<file path="config.mk">
export PLATFORM = sky130hd
export DESIGN_NAME = mcp3x08_scan
export DESIGN_NICKNAME = d
export VERILOG_FILES = /design/src/rtl/mcp3x08_scan.sv
export SDC_FILE = /design/constraint.sdc
export NUM_CORES = 1
export LEC_CHECK = 0
export ABC_AREA = 1
export CAP_MARGIN = 15
export CELL_PAD_IN_SITES_DETAIL_PLACEMENT = 1
export CELL_PAD_IN_SITES_GLOBAL_PLACEMENT = 1
export CORE_UTILIZATION = 46
export CTS_CLUSTER_SIZE = 28
export DETAILED_ROUTE_END_ITERATION = 6
export PLACE_DENSITY_LB_ADDON = 0.1
export SYNTH_ARGS = -nofsm -noshare
export SYNTH_HDL_FRONTEND = slang
export SYNTH_SLANG_ARGS = --single-unit
</file>
<file path="constraint.sdc">
create_clock -name CLK50 -period 4.6 [get_ports CLK50]
set_input_delay 0.46 -clock CLK50 [delete_from_list [all_inputs] [get_ports CLK50]]
set_output_delay 0.46 -clock CLK50 [all_outputs]
set_load 0.005 [all_outputs]
</file>
<file path="src/rtl/mcp3x08_scan.sv">
// SPI scanner for MCP3008/MCP3208: round-robin channel conversion, one tagged sample per frame.
// Optional null-bit check is built when MCP_NULLCHK_EN is defined.
module mcp3x08_scan #(
    parameter int CHANNELS    = 8,
    parameter int ADC_BITS    = 10,
    parameter int SCLK_DIV    = 25,
    parameter int CS_HIGH_CYC = 50,
    parameter bit SGL         = 1'b1
) (
    input  logic                CLK50,
    input  logic                reset,
    input  logic                enable,
    input  logic                SPI_IN,
    output logic                SPI_OUT,
    output logic                SCLK,
    output logic                CS_n,
    output logic [ADC_BITS-1:0] sample_data,
    output logic [2:0]          sample_chan,
    output logic                sample_valid,
    output logic                frame_err
);

    localparam int CNT_MAX = (SCLK_DIV > CS_HIGH_CYC) ? SCLK_DIV : CS_HIGH_CYC;
    localparam int CW      = $clog2(CNT_MAX + 1);
    // Only the bits that are ever reported are kept from the MISO stream.
`ifdef MCP_NULLCHK_EN
    localparam int SH_W = ADC_BITS + 1;
`else
    localparam int SH_W = ADC_BITS;
`endif
    localparam logic [CW-1:0] DIV_LAST  = CW'(SCLK_DIV - 1);
    localparam logic [CW-1:0] HOLD_LAST = CW'(CS_HIGH_CYC - 1);
    localparam logic [2:0]    CH_LAST   = 3'(CHANNELS - 1);

    typedef enum logic [1:0] {IDLE, SETUP, SHIFT, HOLD} state_t;

    state_t              state_q, state_d;
    logic [CW-1:0]       cnt_q, cnt_d;
    logic [4:0]          bit_q, bit_d;
    logic                hi_q, hi_d;
    logic [2:0]          ptr_q, ptr_d;
    logic [2:0]          fch_q, fch_d;
    logic [SH_W-1:0]     sh_q, sh_d;
    logic                cs_n_q, cs_n_d;
    logic                sclk_q, sclk_d;
    logic                mosi_q, mosi_d;
    logic [ADC_BITS-1:0] sdat_q, sdat_d;
    logic [2:0]          schan_q, schan_d;
    logic                valid_q, valid_d;
`ifdef MCP_NULLCHK_EN
    logic                ferr_q, ferr_d;
`endif

    function automatic logic mosi_bit(input logic [4:0] k, input logic [2:0] ch);
        logic b;
        b = 1'b0;
        if (k == 5'(17 - ADC_BITS))      b = 1'b1;
        else if (k == 5'(18 - ADC_BITS)) b = SGL;
        else if (k == 5'(19 - ADC_BITS)) b = ch[2];
        else if (k == 5'(20 - ADC_BITS)) b = ch[1];
        else if (k == 5'(21 - ADC_BITS)) b = ch[0];
        return b;
    endfunction

    // Pin values are computed from the current state and registered, so every
    // pin lags the state by one cycle and is glitch-free.
    always_comb begin
        state_d = state_q;
        cnt_d   = cnt_q;
        bit_d   = bit_q;
        hi_d    = hi_q;
        ptr_d   = ptr_q;
        fch_d   = fch_q;
        sh_d    = sh_q;
        sdat_d  = sdat_q;
        schan_d = schan_q;
        valid_d = 1'b0;
`ifdef MCP_NULLCHK_EN
        ferr_d  = 1'b0;
`endif
        cs_n_d  = 1'b1;
        sclk_d  = 1'b0;
        mosi_d  = 1'b0;
        case (state_q)
            IDLE: begin
                if (enable) begin
                    fch_d   = ptr_q;
                    cnt_d   = '0;
                    state_d = SETUP;
                end
            end
            SETUP: begin
                cs_n_d = 1'b0;
                mosi_d = mosi_bit(5'd0, fch_q);
                if (cnt_q == DIV_LAST) begin
                    cnt_d   = '0;
                    bit_d   = 5'd0;
                    hi_d    = 1'b1;
                    state_d = SHIFT;
                end else begin
                    cnt_d = cnt_q + 1'b1;
                end
            end
            SHIFT: begin
                cs_n_d = 1'b0;
                sclk_d = hi_q;
                // Low half already presents the next bit (changes with the falling edge).
                mosi_d = mosi_bit(hi_q ? bit_q : bit_q + 5'd1, fch_q);
                if (hi_q && cnt_q == '0)
                    sh_d = {sh_q[SH_W-2:0], SPI_IN};
                if (cnt_q == DIV_LAST) begin
                    cnt_d = '0;
                    if (hi_q) begin
                        hi_d = 1'b0;
                    end else if (bit_q == 5'd23) begin
                        state_d = HOLD;
                    end else begin
                        hi_d  = 1'b1;
                        bit_d = bit_q + 5'd1;
                    end
                end else begin
                    cnt_d = cnt_q + 1'b1;
                end
            end
            HOLD: begin
                if (cnt_q == '0) begin
                    sdat_d  = sh_q[ADC_BITS-1:0];
                    schan_d = fch_q;
                    valid_d = 1'b1;
`ifdef MCP_NULLCHK_EN
                    ferr_d  = sh_q[ADC_BITS];
`endif
                    ptr_d   = (ptr_q == CH_LAST) ? 3'd0 : ptr_q + 3'd1;
                end
                if (cnt_q == HOLD_LAST) begin
                    cnt_d = '0;
                    if (enable) begin
                        fch_d   = ptr_d;
                        state_d = SETUP;
                    end else begin
                        state_d = IDLE;
                    end
                end else begin
                    cnt_d = cnt_q + 1'b1;
                end
            end
            default: state_d = IDLE;
        endcase
    end

    always_ff @(posedge CLK50 or posedge reset) begin
        if (reset) begin
            state_q <= IDLE;
            cnt_q   <= '0;
            bit_q   <= '0;
            hi_q    <= 1'b0;
            ptr_q   <= '0;
            fch_q   <= '0;
            sh_q    <= '0;
            cs_n_q  <= 1'b1;
            sclk_q  <= 1'b0;
            mosi_q  <= 1'b0;
            sdat_q  <= '0;
            schan_q <= '0;
            valid_q <= 1'b0;
`ifdef MCP_NULLCHK_EN
            ferr_q  <= 1'b0;
`endif
        end else begin
            state_q <= state_d;
            cnt_q   <= cnt_d;
            bit_q   <= bit_d;
            hi_q    <= hi_d;
            ptr_q   <= ptr_d;
            fch_q   <= fch_d;
            sh_q    <= sh_d;
            cs_n_q  <= cs_n_d;
            sclk_q  <= sclk_d;
            mosi_q  <= mosi_d;
            sdat_q  <= sdat_d;
            schan_q <= schan_d;
            valid_q <= valid_d;
`ifdef MCP_NULLCHK_EN
            ferr_q  <= ferr_d;
`endif
        end
    end

    assign SPI_OUT      = mosi_q;
    assign SCLK         = sclk_q;
    assign CS_n         = cs_n_q;
    assign sample_data  = sdat_q;
    assign sample_chan  = schan_q;
    assign sample_valid = valid_q;
`ifdef MCP_NULLCHK_EN
    assign frame_err    = ferr_q;
`else
    assign frame_err    = 1'b0;
`endif

endmodule

</file>
==> results by group, run 1 <==
Status
  – Status: finished, final reports clean

STA
  – Final Critical Period: 1874 ps
  – Count of final max-slew check failures: 0
  – Setup TNS: 0 ps
  – Worst-margin pin slew: 961.9 ps
  – Maximum clock frequency: 533.7 MHz
  – Final Worst Setup Slack: 2726 ps
  – Period Utilization, post-route: 40.73%
  – Setup violation total in the final timing report: 0
  – RSZ-0062 raised after global routing: false
  – Slew HR: 35.78%
  – Final hold violation count: 0
  – Maximum clock skew at final layout: 8.258 ps

Final layout
  – # nets final: 310
  – Synth-to-Final Area Change: 13.90%
  – Total inserted antenna cells: 0
  – Count of non-filler cells in the finished layout: 363
  – Layout cell share with drive strength beyond 1: 12.84%
  – Filler instances: 575
  – Total non-filler cell area in the finished layout: 2706 um2

Die
  – Die outline area: 5457 um2
  – Initial standard-cell utilization of the core: 49.01%
  – Row count: 25
  – Die extent in y: 73.87 um
  – Die Wd: 73.87 um
  – Io pins: 22
  – Area of the placeable core: 4848 um2

Synthesis
  – Syn_nets: 290
  – Simple-gate share of the synthesized area: 23.28%
  – Main combinational cell family by area after synthesis: simple AND/OR/NAND/NOR gates
  – Number of unique standard cell types used by synthesis: 32
  – Largest cells by area after synthesis: sky130_fd_sc_hd__dfrtp_1 (48%), sky130_fd_sc_hd__nand2_1 (12%), sky130_fd_sc_hd__ha_1 (5.8%)
  – Area share of fa/ha/maj cells after synthesis: 5.793%
  – Cell area after synthesis: 2376 um2
  – Number of enable flip-flop cells after synthesis: 0
  – YS warnings: 0
  – Top-area cell type share of the netlist area: 48.45%
  – Post-synthesis cell type with the largest combined area: sky130_fd_sc_hd__dfrtp_1
  – Synth Instances: 275
  – Leading register cell type out of synthesis: sky130_fd_sc_hd__dfrtp_1
  – Flip-flop and latch count after synthesis: 47
  – Fraction of registers with async set or reset after synthesis: 100.0%
  – Complex-gate fraction of the synthesized area: 11.80%
  – Top cell types by occurrence after synthesis: sky130_fd_sc_hd__nand2_1 (78), sky130_fd_sc_hd__dfrtp_1 (46), sky130_fd_sc_hd__inv_1 (33), sky130_fd_sc_hd__o21ai_0 (18), sky130_fd_sc_hd__nor2_1 (16)
  – Share of the yosys chip area belonging to registers: 49.55%
  – Avg Synthesized Cell Area: 8.640 um2
  – Multiplexer share of the synthesized area: 0%
  – Post-Synth XOR/XNOR Area: 1.106%
  – Most instantiated library cell after synthesis: sky130_fd_sc_hd__nand2_1

Drt
  – First DRT Iteration DRCs: 79
  – First-pass DRT Iterations: 4
  – Final routed DRC violation total: 0
  – Count of vias placed by the detailed router: 1791
  – Detailed-route wire length: 4769 um
  – Vias/cell: 4.934
  – Routed wirelength normalized by instance count: 13.14 um
  – Antenna-violating nets left: 0

Placement
  – Placed Cells incl. Taps: 355
  – Final Wtd Congestion: 0.7975
  – Dpl ws: 2644 ps
  – Estimated wirelength of the detail-placed design: 3524 um
  – Area post-placement: 2608 um2
  – IO buf count: 20

Min path
  – Hold crit path type: reg2reg

Clock network
  – Clock Tree Buf Depth: 2
  – Number of clock sinks: 47
  – Count of instances resized after the clock tree is built: 0
  – H-tree levels: 2
  – Reg clk slew, reported paths: 90 ps
  – Later-pin clock latency in the skew report: 300 ps
  – Buffers inserted during post-CTS setup optimization: 0
  – CTS tree: yes
  – Root buffer cell: sky130_fd_sc_hd__clkbuf_8
  – CTS hold repair buffers: 0
  – Total clock buffers created by CTS: 5

Power and ir drop
  – Power dissipated by switching net loads: 0.0004436 W
  – Leakage: 1.269 nW
  – Pwr per Cell Area: 441.6 nW/um2
  – Switching share of total power: 37.12%
  – Comb pwr share: 34.2%
  – Design internal power: 0.0007515 W
  – Part of the total power dissipated in sequential elements: 43.3%
  – Fraction of power consumed by the clock network: 22.4%
  – Worst supply voltage drop on vdd: 0.0002053 V

Global routing
  – Number of antenna violations at the first check in global routing: 0
  – Pin count of the biggest net entering global routing: 48
  – Vias in the first global route: 1849
  – Overall global routing resource usage: 20.50%
  – Final global-route overflow total: 0
  – First-pass GRT wire length: 8514 um

Setup path
  – Type of origin of the critical path: flip-flop
  – Reg2Reg Setup Slack: 2730 ps
  – Data arrival, critical path: 2040 ps
  – CP Max Fanout: 20
  – Element type at the critical path end: flip-flop
  – WS Path Type: reg2reg
  – Worst endpoint required time: 4760 ps

Job
  – Max-cap viol count: 0
-- per-stage QoR --
stage               utilization [%]  total power [W]  hold WS [ps]
global route                  55.82         0.001284         512.9
global placement              53.78        0.0009214         453.4
finish                        55.82         0.001195         479.7
floorplan                         -        0.0008210         449.2
CTS                           55.82         0.001209         485.7
detailed placement            53.78        0.0009405         463.8
-- cells by family after synthesis --
kind of cell | Yosys count
and+or+nand+nor | 124
DFF | 47
buffers and inverters | 45
AOI/OAI and AO/OA | 44
adders and majority gates | 11
xor gates and xnor gates | 3
other | 1
-- worst max-delay path, stage by stage, from the launching register on --
cell and delay, ps:
sky130_fd_sc_hd__dfrtp_1 450, sky130_fd_sc_hd__inv_1 130, sky130_fd_sc_hd__ha_1 230, sky130_fd_sc_hd__nand2_1 80, sky130_fd_sc_hd__inv_1 160, sky130_fd_sc_hd__nand2_1 390, sky130_fd_sc_hd__nand2_1 190, sky130_fd_sc_hd__o21ai_0 110
-- cells in the final DEF, fill, tap and decap left out, drive strengths merged --
cell,count
clkinvlp,1
conb,1
nor2,21
o21bai,1
dfstp,1
o21ai,33
nand3,14
nand4,6
xor2,2
dfrtp,46
or2,1
a311oi,1
clkinv,1
inv,38
ha,11
nand2,80
a21oi,8
clkbuf,6
and2,1
o22ai,1
clkdlybuf4s50,20
xnor2,1
nand3b,1
-- layer usage --
layer  wire [um]  GRT usage (%)  up-vias
met5           0              0        -
met4          47          4.487        0
met3          98          4.115        4
met2        2370          34.45       19
met1        2252          27.39      865
li1            -              -      903
-- area by class of cell --
cell class / count / area (um2) / area share [%]
sequential: 47 / 1177 / 43.50
multi-input combinational: 183 / 1001 / 36.99
timing repair buffer: 20 / 200.2 / 7.397
inverter: 38 / 145.1 / 5.363
tap: 67 / 83.83 / 3.098
clock buffer: 6 / 82.58 / 3.051
clock inverter: 2 / 16.27 / 0.6010
-- sequential cells by signal, indices dropped and copies added, names as in the netlist --
name	count
cnt_q	6
CS_n	1
bit_q	5
sample_data	10
sh_q	10
state_q	2
SCLK	1
sample_chan	3
fch_q	3
SPI_OUT	1
hi_q	1
ptr_q	3
sample_valid	1
-- power by group through the flow --
| stage | logic, W | clock network, W | registers (W) |
|---|---|---|---|
| 2_1_floorplan | 0.000300 | 0 | 0.000521 |
| 3_3_place_gp | 0.000397 | 0 | 0.000524 |
| 3_5_place_dp | 0.000412 | 0 | 0.000528 |
| 4_1_cts | 0.000417 | 0.000273 | 0.000519 |
| 5_1_grt | 0.000469 | 0.000289 | 0.000526 |
| 6_report | 0.000409 | 0.000268 | 0.000518 |
-- worst paths after layout --
path,endpoint,depth (start not counted),startpoint
max in group asynchronous,cnt_q[5]$_DFFE_PP0N_,2,reset
worst min register to register,sample_chan[0]$_DFFE_PP0P_,2,sample_chan[0]$_DFFE_PP0P_
worst max-delay path,sh_q[6]$_DFFE_PP0P_,7,state_q[0]$_DFFE_PP0P_
worst max register to register,sh_q[6]$_DFFE_PP0P_,7,state_q[0]$_DFFE_PP0P_
worst min-delay path,sample_chan[0]$_DFFE_PP0P_,2,sample_chan[0]$_DFFE_PP0P_
min in group asynchronous,sample_chan[1]$_DFFE_PP0P_,2,reset
(Power assumes the default switching activity.)
==> run 2, diff against run 1 <==
--- a/config.mk
+++ b/config.mk
@@ -9,7 +9,7 @@
 export CAP_MARGIN = 15
 export CELL_PAD_IN_SITES_DETAIL_PLACEMENT = 1
 export CELL_PAD_IN_SITES_GLOBAL_PLACEMENT = 1
-export CORE_UTILIZATION = 46
+export CORE_UTILIZATION = 39
 export CTS_CLUSTER_SIZE = 28
 export DETAILED_ROUTE_END_ITERATION = 6
 export PLACE_DENSITY_LB_ADDON = 0.1
==> constraint.sdc (replaced) <==
create_clock -name CLK50 -period 1.5 [get_ports CLK50]
set_input_delay 0.15 -clock CLK50 [delete_from_list [all_inputs] [get_ports CLK50]]
set_output_delay 0.15 -clock CLK50 [all_outputs]
set_load 0.005 [all_outputs]
==> run 2 against run 1 <==
Against the previous run: the run now ends with setup timing left; fmax is 8.6% higher; routed wire length is 56% higher; global-route usage grew 0.40 points; first-iteration DRC count down 13%; final cell count grew 15%; clock-buffer cell count unchanged; largest power group is now combinational logic; highest routed layer unchanged.
==> results by group, run 2 (synthesis gave the netlist of run 1 again) <==
Drt
  – First-pass DRT Iterations: 4 (unchanged)
  – Detailed-route wire length: 7418 um (+56%)
  – Vias/cell: 5.196 (+5.3%)
  – Final routed DRC violation total: 0 (unchanged)
  – Routed wirelength normalized by instance count: 17.75 um (+35%)
  – Antenna-violating nets left: 0 (unchanged)
  – Count of vias placed by the detailed router: 2172 (+21%)
  – First DRT Iteration DRCs: 69 (-13%)

Die
  – Initial standard-cell utilization of the core: 40.37% (-8.6 points)
  – Die extent in y: 80.06 um (+8.4%)
  – Area of the placeable core: 5886 um2 (+21%)
  – Die Wd: 80.06 um (+8.4%)
  – Io pins: 22 (unchanged)
  – Row count: 28 (+12%)
  – Die outline area: 6409 um2 (+17%)

Global routing
  – Number of antenna violations at the first check in global routing: 0 (unchanged)
  – Final global-route overflow total: 0 (unchanged)
  – Overall global routing resource usage: 20.90% (+0.40 points)
  – Pin count of the biggest net entering global routing: 26 (-46%)
  – First-pass GRT wire length: 10010 um (+18%)
  – Vias in the first global route: 2055 (+11%)

Placement
  – IO buf count: 20 (unchanged)
  – Estimated wirelength of the detail-placed design: 3987 um (+13%)
  – Final Wtd Congestion: 0.7358 (-7.7%)
  – Area post-placement: 2888 um2 (+11%)
  – Dpl ws: -196.4 ps (-2840 ps)
  – Placed Cells incl. Taps: 394 (+11%)

Setup path
  – Element type at the critical path end: flip-flop
  – FF-to-FF Start: cnt_q[3]$_DFFE_PP0N_
  – Depth of the worst register-to-register path: 6 (-1)
  – CP Max Fanout: 6 (-70%)
  – Capture point of the worst reg-to-reg path: fch_q[2]$_DFFE_PP0P_
  – Type of origin of the critical path: flip-flop
  – WS Path Type: reg2reg
  – Reg2Reg Setup Slack: -220 ps (-2950 ps)
  – Start point of the critical path: cnt_q[3]$_DFFE_PP0N_
  – Data arrival, critical path: 1930 ps (-110 ps)
  – Worst endpoint required time: 1710 ps (-3050 ps)

STA
  – Final Worst Setup Slack: -224.8 ps (-2951 ps)
  – Period Utilization, post-route: 115.0% (+74 points)
  – Count of final max-slew check failures: 0 (unchanged)
  – Final Critical Period: 1725 ps (-148.9 ps)
  – Maximum clock skew at final layout: 10.48 ps (+2.221 ps)
  – Setup violation total in the final timing report: 27 (+27)
  – RSZ-0062 raised after global routing: true
  – Final hold violation count: 0 (unchanged)
  – Hold_ws: 155.8 ps (-323.9 ps)
  – Maximum clock frequency: 579.8 MHz (+8.6%)

Final layout
  – Most common library cell in the layout ignoring fill and taps: sky130_fd_sc_hd__nand2_1
  – Layout cell share with drive strength beyond 1: 38.19% (+25 points)
  – Synth-to-Final Area Change: 46.50%
  – Most frequent cells in the layout: sky130_fd_sc_hd__nand2_1 (61), sky130_fd_sc_hd__dfrtp_1 (44), sky130_fd_sc_hd__buf_4 (36)
  – Total non-filler cell area in the finished layout: 3481 um2 (+29%)
  – Total inserted antenna cells: 0 (unchanged)
  – Count of non-filler cells in the finished layout: 418 (+15%)
  – # nets final: 357 (+15%)

Clock network
  – CTS tree: yes
  – H-tree levels: 2 (unchanged)
  – CTS hold repair buffers: 0 (unchanged)
  – Later-pin clock latency in the skew report: 310 ps (about the same)
  – Number of clock sinks: 47 (unchanged)
  – Total clock buffers created by CTS: 5 (unchanged)
  – Root buffer cell: sky130_fd_sc_hd__clkbuf_8
  – Clock Tree Buf Depth: 2 (unchanged)
  – Reg clk slew, reported paths: 100 ps (about the same)

Status
  – Status: complete, but fails checks
  – Violated checks: setup timing

Min path
  – Hold crit path type: in2async

Power and ir drop
  – Worst supply voltage drop on vdd: 0.0007857 V (+280%)
  – Leakage: 1.591 nW (+25%)
  – Pwr per Cell Area: 1572 nW/um2 (+260%)
  – Total power consumption of the routed design: 0.005472 W (+360%)

Job
  – Max-cap viol count: 0 (unchanged)
-- run 2: cell count changes in the layout (fill, tap and decap cells not counted), sizes merged --
cell      previous run  this run
buf                  0        46
clkbuf               6         7
clkinvlp             1         0
bufinv               0         2
clkinv               1         0
-- run 2: power breakdown --
group / switching, W / internal [W] / leakage [nW]
clock: 0.000462 / 0.000667 / 0.0654
combinational: 0.00142 / 0.00132 / 0.898
sequential: 0.000137 / 0.00147 / 0.628
-- run 2: timing repair --
item / in CTS / in global routing
cloned: 1 / 1
endpoints found under the hold margin: 0 / 0
resized for setup: 52 / 35
setup endpoints to repair: 36 / 39
setup buffers: 4 / 10
pin swaps: 14 / 19
-- run 2: metrics by stage --
step	TNS [ps]	util (%)
after floorplan	0	-
after global placement	-223.4	49.06
after detailed placement	-1591	49.06
after CTS	-132.5	55.34
after global routing	-4660	59.14
final	-2141	59.14
-- run 2: routing by layer --
| layer | up-vias | part of all wire [%] | routed length, um | GRT usage (%) |
|---|---|---|---|---|
| li1 | 1010 | - | - | - |
| met1 | 1086 | 41 | 3022 | 25.65 |
| met2 | 52 | 53 | 3915 | 35.30 |
| met3 | 24 | 2.9 | 217 | 5.227 |
| met4 | 0 | 3.5 | 263 | 7.857 |
| met5 | - | 0 | 0 | 0 |
-- run 2: final cells by class --
cell class / count / area [um2]
clock buffers: 6 / 72.57
clock inverters: 2 / 60.06
fillers: 651 / 2405
inverters: 38 / 157.7
multi-input cells: 183 / 1257
flip-flops and latches: 47 / 1180
well taps: 75 / 93.84
repair buffers: 67 / 659.4
-- run 2: worst max path at each step --
stage / endpoint
finish: fch_q[2]$_DFFE_PP0P_
global route: fch_q[2]$_DFFE_PP0P_
CTS: fch_q[1]$_DFFE_PP0P_
detailed placement: state_q[0]$_DFFE_PP0P_
global placement: state_q[0]$_DFFE_PP0P_
floorplan: sample_chan[1]$_DFFE_PP0P_
-- run 2: worst max-delay path, stage by stage (launching register included) --
cell and delay (ps):
sky130_fd_sc_hd__dfrtp_2 480, sky130_fd_sc_hd__nor2_4 170, sky130_fd_sc_hd__nand4_1 270, sky130_fd_sc_hd__buf_4 240
sky130_fd_sc_hd__a21oi_4 250, sky130_fd_sc_hd__buf_4 160, sky130_fd_sc_hd__o21ai_2 50
